### src/rtl/maze_pkg.sv
// Shared constants for the maze movement controller: grid geometry, start/goal
// defaults, FSM state encoding and move direction encoding.
package maze_pkg;

    localparam int COORD_W     = 4;
    localparam int GRID_SIZE   = 1 << COORD_W;
    localparam int START_X     = 0;
    localparam int START_Y     = 0;
    localparam int GOAL_X      = GRID_SIZE - 1;
    localparam int GOAL_Y      = GRID_SIZE - 1;
    localparam int ACK_TIMEOUT = 255;

    localparam logic [1:0] ST_IDLE = 2'd0;
    localparam logic [1:0] ST_REQ  = 2'd1;
    localparam logic [1:0] ST_WIN  = 2'd2;

    typedef enum logic [1:0] {
        DIR_UP    = 2'd0,
        DIR_DOWN  = 2'd1,
        DIR_LEFT  = 2'd2,
        DIR_RIGHT = 2'd3
    } dir_e;

endpackage

### src/rtl/maze_move_ctrl_rise_detect.sv
// Rising-edge detector: one register plus an AND gives a single-cycle pulse
// on each 0->1 transition of a synchronous input.
module rise_detect (
    input  logic clk,
    input  logic rst,
    input  logic i_sig,
    output logic o_rise
);

    logic r_sig_q;

    always_ff @(posedge clk or posedge rst) begin
        if (rst) begin
            r_sig_q <= 1'b0;
        end else begin
            r_sig_q <= i_sig;
        end
    end

    assign o_rise = i_sig & ~r_sig_q;

endmodule

### src/rtl/maze_move_ctrl.sv
// Player movement controller: on each tick rise, picks a direction from the
// buttons, asks the maze map whether the target cell is a wall, then moves.
module maze_move_ctrl #(
    parameter int COORD_W     = maze_pkg::COORD_W,
    parameter int START_X     = maze_pkg::START_X,
    parameter int START_Y     = maze_pkg::START_Y,
    parameter int GOAL_X      = maze_pkg::GOAL_X,
    parameter int GOAL_Y      = maze_pkg::GOAL_Y,
    parameter int ACK_TIMEOUT = maze_pkg::ACK_TIMEOUT
) (
    input  logic               clk,
    input  logic               rst,
    input  logic               tick_in,
    input  logic               btn_up,
    input  logic               btn_down,
    input  logic               btn_left,
    input  logic               btn_right,
    output logic               wall_req,
    output logic [COORD_W-1:0] wall_x,
    output logic [COORD_W-1:0] wall_y,
    input  logic               wall_ack,
    input  logic               wall_hit,
    output logic [COORD_W-1:0] pos_x,
    output logic [COORD_W-1:0] pos_y,
    output logic               busy,
    output logic               win,
    output logic [15:0]        step_cnt,
    output logic               timeout_err
);

    import maze_pkg::*;

    localparam int                TO_W    = (ACK_TIMEOUT > 1) ? $clog2(ACK_TIMEOUT) : 1;
    localparam logic [TO_W-1:0]   TO_LAST = TO_W'(ACK_TIMEOUT - 1);
    localparam logic [COORD_W-1:0] C_MAX  = '1;
    localparam logic [COORD_W-1:0] C_ONE  = COORD_W'(1);

    logic [1:0]         r_state;
    logic [COORD_W-1:0] r_pos_x;
    logic [COORD_W-1:0] r_pos_y;
    logic [COORD_W-1:0] r_wall_x;
    logic [COORD_W-1:0] r_wall_y;
    logic               r_wall_req;
    logic [15:0]        r_step_cnt;
    logic               r_timeout_err;
    logic [TO_W-1:0]    r_to_cnt;

    logic               w_tick_rise;
    logic               w_any_btn;
    dir_e               w_dir;
    logic               w_tgt_vld;
    logic [COORD_W-1:0] w_tgt_x;
    logic [COORD_W-1:0] w_tgt_y;
    logic               w_tgt_goal;

    rise_detect u_tick_rise (
        .clk    (clk),
        .rst    (rst),
        .i_sig  (tick_in),
        .o_rise (w_tick_rise)
    );

    assign w_any_btn = btn_up | btn_down | btn_left | btn_right;

    always_comb begin
        w_dir = DIR_RIGHT;
        if (btn_up) begin
            w_dir = DIR_UP;
        end else if (btn_down) begin
            w_dir = DIR_DOWN;
        end else if (btn_left) begin
            w_dir = DIR_LEFT;
        end
    end

    // Edge of the grid blocks the move outright; no wrap-around.
    always_comb begin
        w_tgt_x   = r_pos_x;
        w_tgt_y   = r_pos_y;
        w_tgt_vld = 1'b0;
        case (w_dir)
            DIR_UP: begin
                w_tgt_y   = r_pos_y - C_ONE;
                w_tgt_vld = (r_pos_y != '0);
            end
            DIR_DOWN: begin
                w_tgt_y   = r_pos_y + C_ONE;
                w_tgt_vld = (r_pos_y != C_MAX);
            end
            DIR_LEFT: begin
                w_tgt_x   = r_pos_x - C_ONE;
                w_tgt_vld = (r_pos_x != '0);
            end
            default: begin
                w_tgt_x   = r_pos_x + C_ONE;
                w_tgt_vld = (r_pos_x != C_MAX);
            end
        endcase
    end

    // The held query target is the cell the player lands on when the map says free.
    assign w_tgt_goal = (r_wall_x == COORD_W'(GOAL_X)) && (r_wall_y == COORD_W'(GOAL_Y));

    always_ff @(posedge clk or posedge rst) begin
        if (rst) begin
            r_state       <= ST_IDLE;
            r_pos_x       <= COORD_W'(START_X);
            r_pos_y       <= COORD_W'(START_Y);
            r_wall_x      <= '0;
            r_wall_y      <= '0;
            r_wall_req    <= 1'b0;
            r_step_cnt    <= '0;
            r_timeout_err <= 1'b0;
            r_to_cnt      <= '0;
        end else begin
            case (r_state)
                ST_IDLE: begin
                    if (w_tick_rise && w_any_btn && w_tgt_vld) begin
                        r_state    <= ST_REQ;
                        r_wall_req <= 1'b1;
                        r_wall_x   <= w_tgt_x;
                        r_wall_y   <= w_tgt_y;
                        r_to_cnt   <= '0;
                    end
                end
                ST_REQ: begin
                    if (wall_ack) begin
                        r_wall_req <= 1'b0;
                        r_state    <= ST_IDLE;
                        if (!wall_hit) begin
                            r_pos_x <= r_wall_x;
                            r_pos_y <= r_wall_y;
                            if (r_step_cnt != 16'hFFFF) begin
                                r_step_cnt <= r_step_cnt + 16'd1;
                            end
                            if (w_tgt_goal) begin
                                r_state <= ST_WIN;
                            end
                        end
                    end else if (r_to_cnt == TO_LAST) begin
                        r_wall_req    <= 1'b0;
                        r_timeout_err <= 1'b1;
                        r_state       <= ST_IDLE;
                    end else begin
                        r_to_cnt <= r_to_cnt + TO_W'(1);
                    end
                end
                ST_WIN: begin
                    r_state <= ST_WIN;
                end
                default: begin
                    r_state <= ST_IDLE;
                end
            endcase
        end
    end

    assign wall_req    = r_wall_req;
    assign wall_x      = r_wall_x;
    assign wall_y      = r_wall_y;
    assign pos_x       = r_pos_x;
    assign pos_y       = r_pos_y;
    assign step_cnt    = r_step_cnt;
    assign timeout_err = r_timeout_err;
    assign busy        = (r_state == ST_REQ);
    assign win         = (r_state == ST_WIN);

endmodule

### config.mk
export PLATFORM = sky130hd
export DESIGN_NAME = maze_move_ctrl
export DESIGN_NICKNAME = d
export VERILOG_FILES = /design/src/rtl/maze_pkg.sv /design/src/rtl/maze_move_ctrl_rise_detect.sv /design/src/rtl/maze_move_ctrl.sv
export SDC_FILE = /design/constraint.sdc
export NUM_CORES = 1
export LEC_CHECK = 0
export CORE_MARGIN = 4
export CORE_UTILIZATION = 45
export DETAILED_ROUTE_END_ITERATION = 6
export PLACE_DENSITY = 0.71
export SYNTH_ARGS = -nofsm -noshare
export SYNTH_HDL_FRONTEND = slang
export SYNTH_HIERARCHICAL = 1
export SYNTH_SLANG_ARGS = --single-unit
### constraint.sdc
create_clock -name clk -period 2.4 [get_ports clk]
set_input_delay 0.36 -clock clk [delete_from_list [all_inputs] [get_ports clk]]
set_output_delay 0.36 -clock clk [all_outputs]
set_load 0.05 [all_outputs]
==> metrics.md <==
| Metric | Value |
|---|---|
| Worst slew margin | `62.7%` |
| CTS Root Cell | `clkbuf_8` |
| Largest net degree at the start of global routing | `45` |
| Number of flops mapped to enable cells by yosys | `0` |
| Worst-path clk slew | `0.08 ns` |
| Power, Total | `3.39 mW` |
| Vias post-DR | `1894` |
| Max-slew violation count | `0` |
| Status | `finished clean` |
| Initial antenna violation count | `0` |
| Post-DP HPWL | `3970 um` |
| Post-DP Area | `0.00301 mm2` |
| Clk_lat worst skew | `0.30 ns` |
| Vias in the first global route | `1878` |
| Crit path to | `win` |
| Critical Path Sink Type | `output pin` |
| Critical path type | `reg2out` |
| Pre-Repair DR Iteration Count | `4` |
| Detailed-route vias per instance | `5.23` |
| R2r startpoint | `pos_x[0]` |
| Ys async rst share | `100%` |
| Die width | `81.3 um` |
| # diodes | `0` |
| Synth Instances | `233` |
| # resized after CTS | `0` |
| Final net count | `307` |
| Worst hold margin | `0.221 ns` |
| CORE AREA | `0.00517 mm2` |
| Pleak | `1.40 nW` |
| 1st-iter DRT viols | `68` |
| Worst hold-check path type | `in2async` |
| Std cell rows | `26` |
| Pwr/cell area | `1090 mW/mm2` |
| Area delta synth->final | `28.7%` |
| Htree depth | `2` |
| Cts hold-fix bufs | `0` |
| YS warnings | `6` |
| CTS Buf Count | `5` |
| WP data required | `2.04 ns` |
| Final hold vios | `0` |
| Global-route wire length before repair | `9070 um` |
| Gpl congestion | `0.787` |
| PortBufs | `44` |
| Worst-margin pin slew | `0.560 ns` |
| Chip height | `81.3 um` |
| Syn Nets | `249` |
| Seq cells post-synth | `45` |
| DRC viols | `0` |
| Layout cells sized above 1 | `13.7%` |
| Post-synthesis cell area | `0.00242 mm2` |
| Antenna Violating Nets Remaining | `0` |
| Worst R2R Path Depth | `6` |
| Reg2Reg Setup Slack | `0.31 ns` |
| Most frequent cells in the layout | `dfrtp_1, clkdlybuf4s50_1, nand2_1, xor2_1` |
| Sequential fraction of the synthesis area | `46.6%` |
| Post-layout minimum cycle time | `2.21 ns` |
| Highest clock rate | `453 MHz` |
| Longest Clk Path Bufs | `2` |
| CP max FO | `8` |
| CTS tree | `yes` |
| Total gr overflow | `0` |
| Drt wl/cell | `14.9 um` |
| Most common cell after layout, fill and taps aside | `dfrtp_1` |
| Total setup buffers inserted after CTS | `0` |
| Die area | `0.00661 mm2` |
| Avg Cell Area, Syn | `10.4 um2` |
| Design area | `0.00311 mm2` |
| Maxcap violations | `0` |
| Commonest register cell after synthesis | `dfrtp_1` |
| Crit path from | `r_state[1]` |
| I/O pins | `45` |
| Post-Route Skew | `0.00615 ns` |
| GRT Resource Usage Total | `17.8%` |
| Initial Utilization | `46.7%` |
| Clk sinks | `45` |
| Maximum vdd drop | `0.000594 V` |
| Startpoint types | `flip-flop` |
| Synth unique cells | `45` |
| RSZ-0062 raised after global routing | `no` |
| FF-to-FF End | `r_state[0]` |
| Final Setup Violations | `0` |
| CP Data Arrival Time | `1.85 ns` |
| DRT Wirelength | `5400 um` |
| Final period utilization | `91.9%` |
## synthesized netlist by cell type (2+ instances only)
cell type / n / area (um2)
a211oi_1: 2 / 15.0
a21oi_1: 3 / 15.0
and2_1: 2 / 12.5
and3_1: 4 / 25.0
buf_6: 2 / 22.5
clkbuf_1: 3 / 11.3
dfrtp_1: 45 / 1130
ha_1: 6 / 75.1
inv_1: 8 / 30.0
mux2_2: 3 / 33.8
mux2_4: 8 / 120
nand2_1: 33 / 124
nand2b_1: 3 / 18.8
nand3_1: 7 / 35.0
nand4_1: 10 / 62.6
nand4b_1: 3 / 26.3
nor2_1: 13 / 48.8
nor2b_1: 3 / 18.8
nor3_1: 3 / 15.0
nor3b_1: 2 / 15.0
nor4_1: 7 / 43.8
nor4bb_1: 2 / 20.0
o2111ai_1: 4 / 35.0
o211ai_1: 2 / 15.0
o21ai_0: 8 / 40.0
or2_2: 5 / 31.3
xnor2_1: 8 / 70.1
xor2_1: 17 / 149
## kinds of logic after synthesis
group / synth area share [%]
AND/OR/NAND/NOR: 22.2
flip-flops: 46.6
AO/OA/AOI/OAI: 8.64
XOR/XNOR: 9.06
buffers and inverters: 2.85
multiplexers: 6.78
adder cells (fa/ha/maj): 3.93
## sequential cells by signal, summed over array words and instances, names as in the netlist
register	cells
step_cnt	16
r_to_cnt	8
pos_x	4
pos_y	4
wall_x	4
wall_y	4
r_state	2
timeout_err	1
u_tick_rise/r_sig_q	1
wall_req	1
## worst min-delay path by stage
stage / slack (ns) / start / depth (start not counted) / endpoint
after floorplan: 0.09 / rst / 1 / u_tick_rise/r_sig_q
final: 0.22 / rst / 2 / u_tick_rise/r_sig_q
after CTS: 0.22 / rst / 2 / u_tick_rise/r_sig_q
after detailed placement: 0.45 / timeout_err / 1 / timeout_err
after global placement: 0.45 / timeout_err / 1 / timeout_err
after global routing: 0.24 / rst / 2 / u_tick_rise/r_sig_q
## report_power, final
part           switching (mW)  leakage (nW)  internal, mW
registers               0.281         0.592         0.949
clock network           0.256        0.0542         0.260
logic                   0.976         0.752         0.665
## layer usage
| layer | track usage (%) | vias to the layer above | wire length [um] | share of wire [%] |
|---|---|---|---|---|
| li1 | - | 946 | - | - |
| met1 | 23.1 | 912 | 2490 | 46 |
| met2 | 29.6 | 32 | 2660 | 49 |
| met3 | 4.55 | 4 | 212 | 3.9 |
| met4 | 4.56 | 0 | 42 | 0.78 |
| met5 | 0 | - | 0 | 0 |
## metrics by stage
step	TNS, ns	cells	util [%]	setup WS (ns)
3_5_place_dp	-0.262	354	58.2	-0.0455
3_3_place_gp	0	354	58.2	0.0405
5_1_grt	0	362	60.2	0.113
6_report	0	362	60.2	0.195
4_1_cts	0	362	60.2	0.160
2_1_floorplan	0	233	-	0.205
## layout make-up
type / count / area, um2
clock buffer: 7 / 96.3
clock inverter: 1 / 5.00
fill: 440 / 2060
inverter: 8 / 30.0
multi-input combinational: 174 / 1230
sequential: 45 / 1130
tap: 70 / 87.6
timing repair buffer: 57 / 538
## worst max-delay path, cell delays in order, from the launching register on
cell and delay (ns):
dfrtp_1 0.49, nor2b_1 0.23, clkdlybuf4s50_1 0.83
No activity file was read; power rests on OpenSTA's default activity.
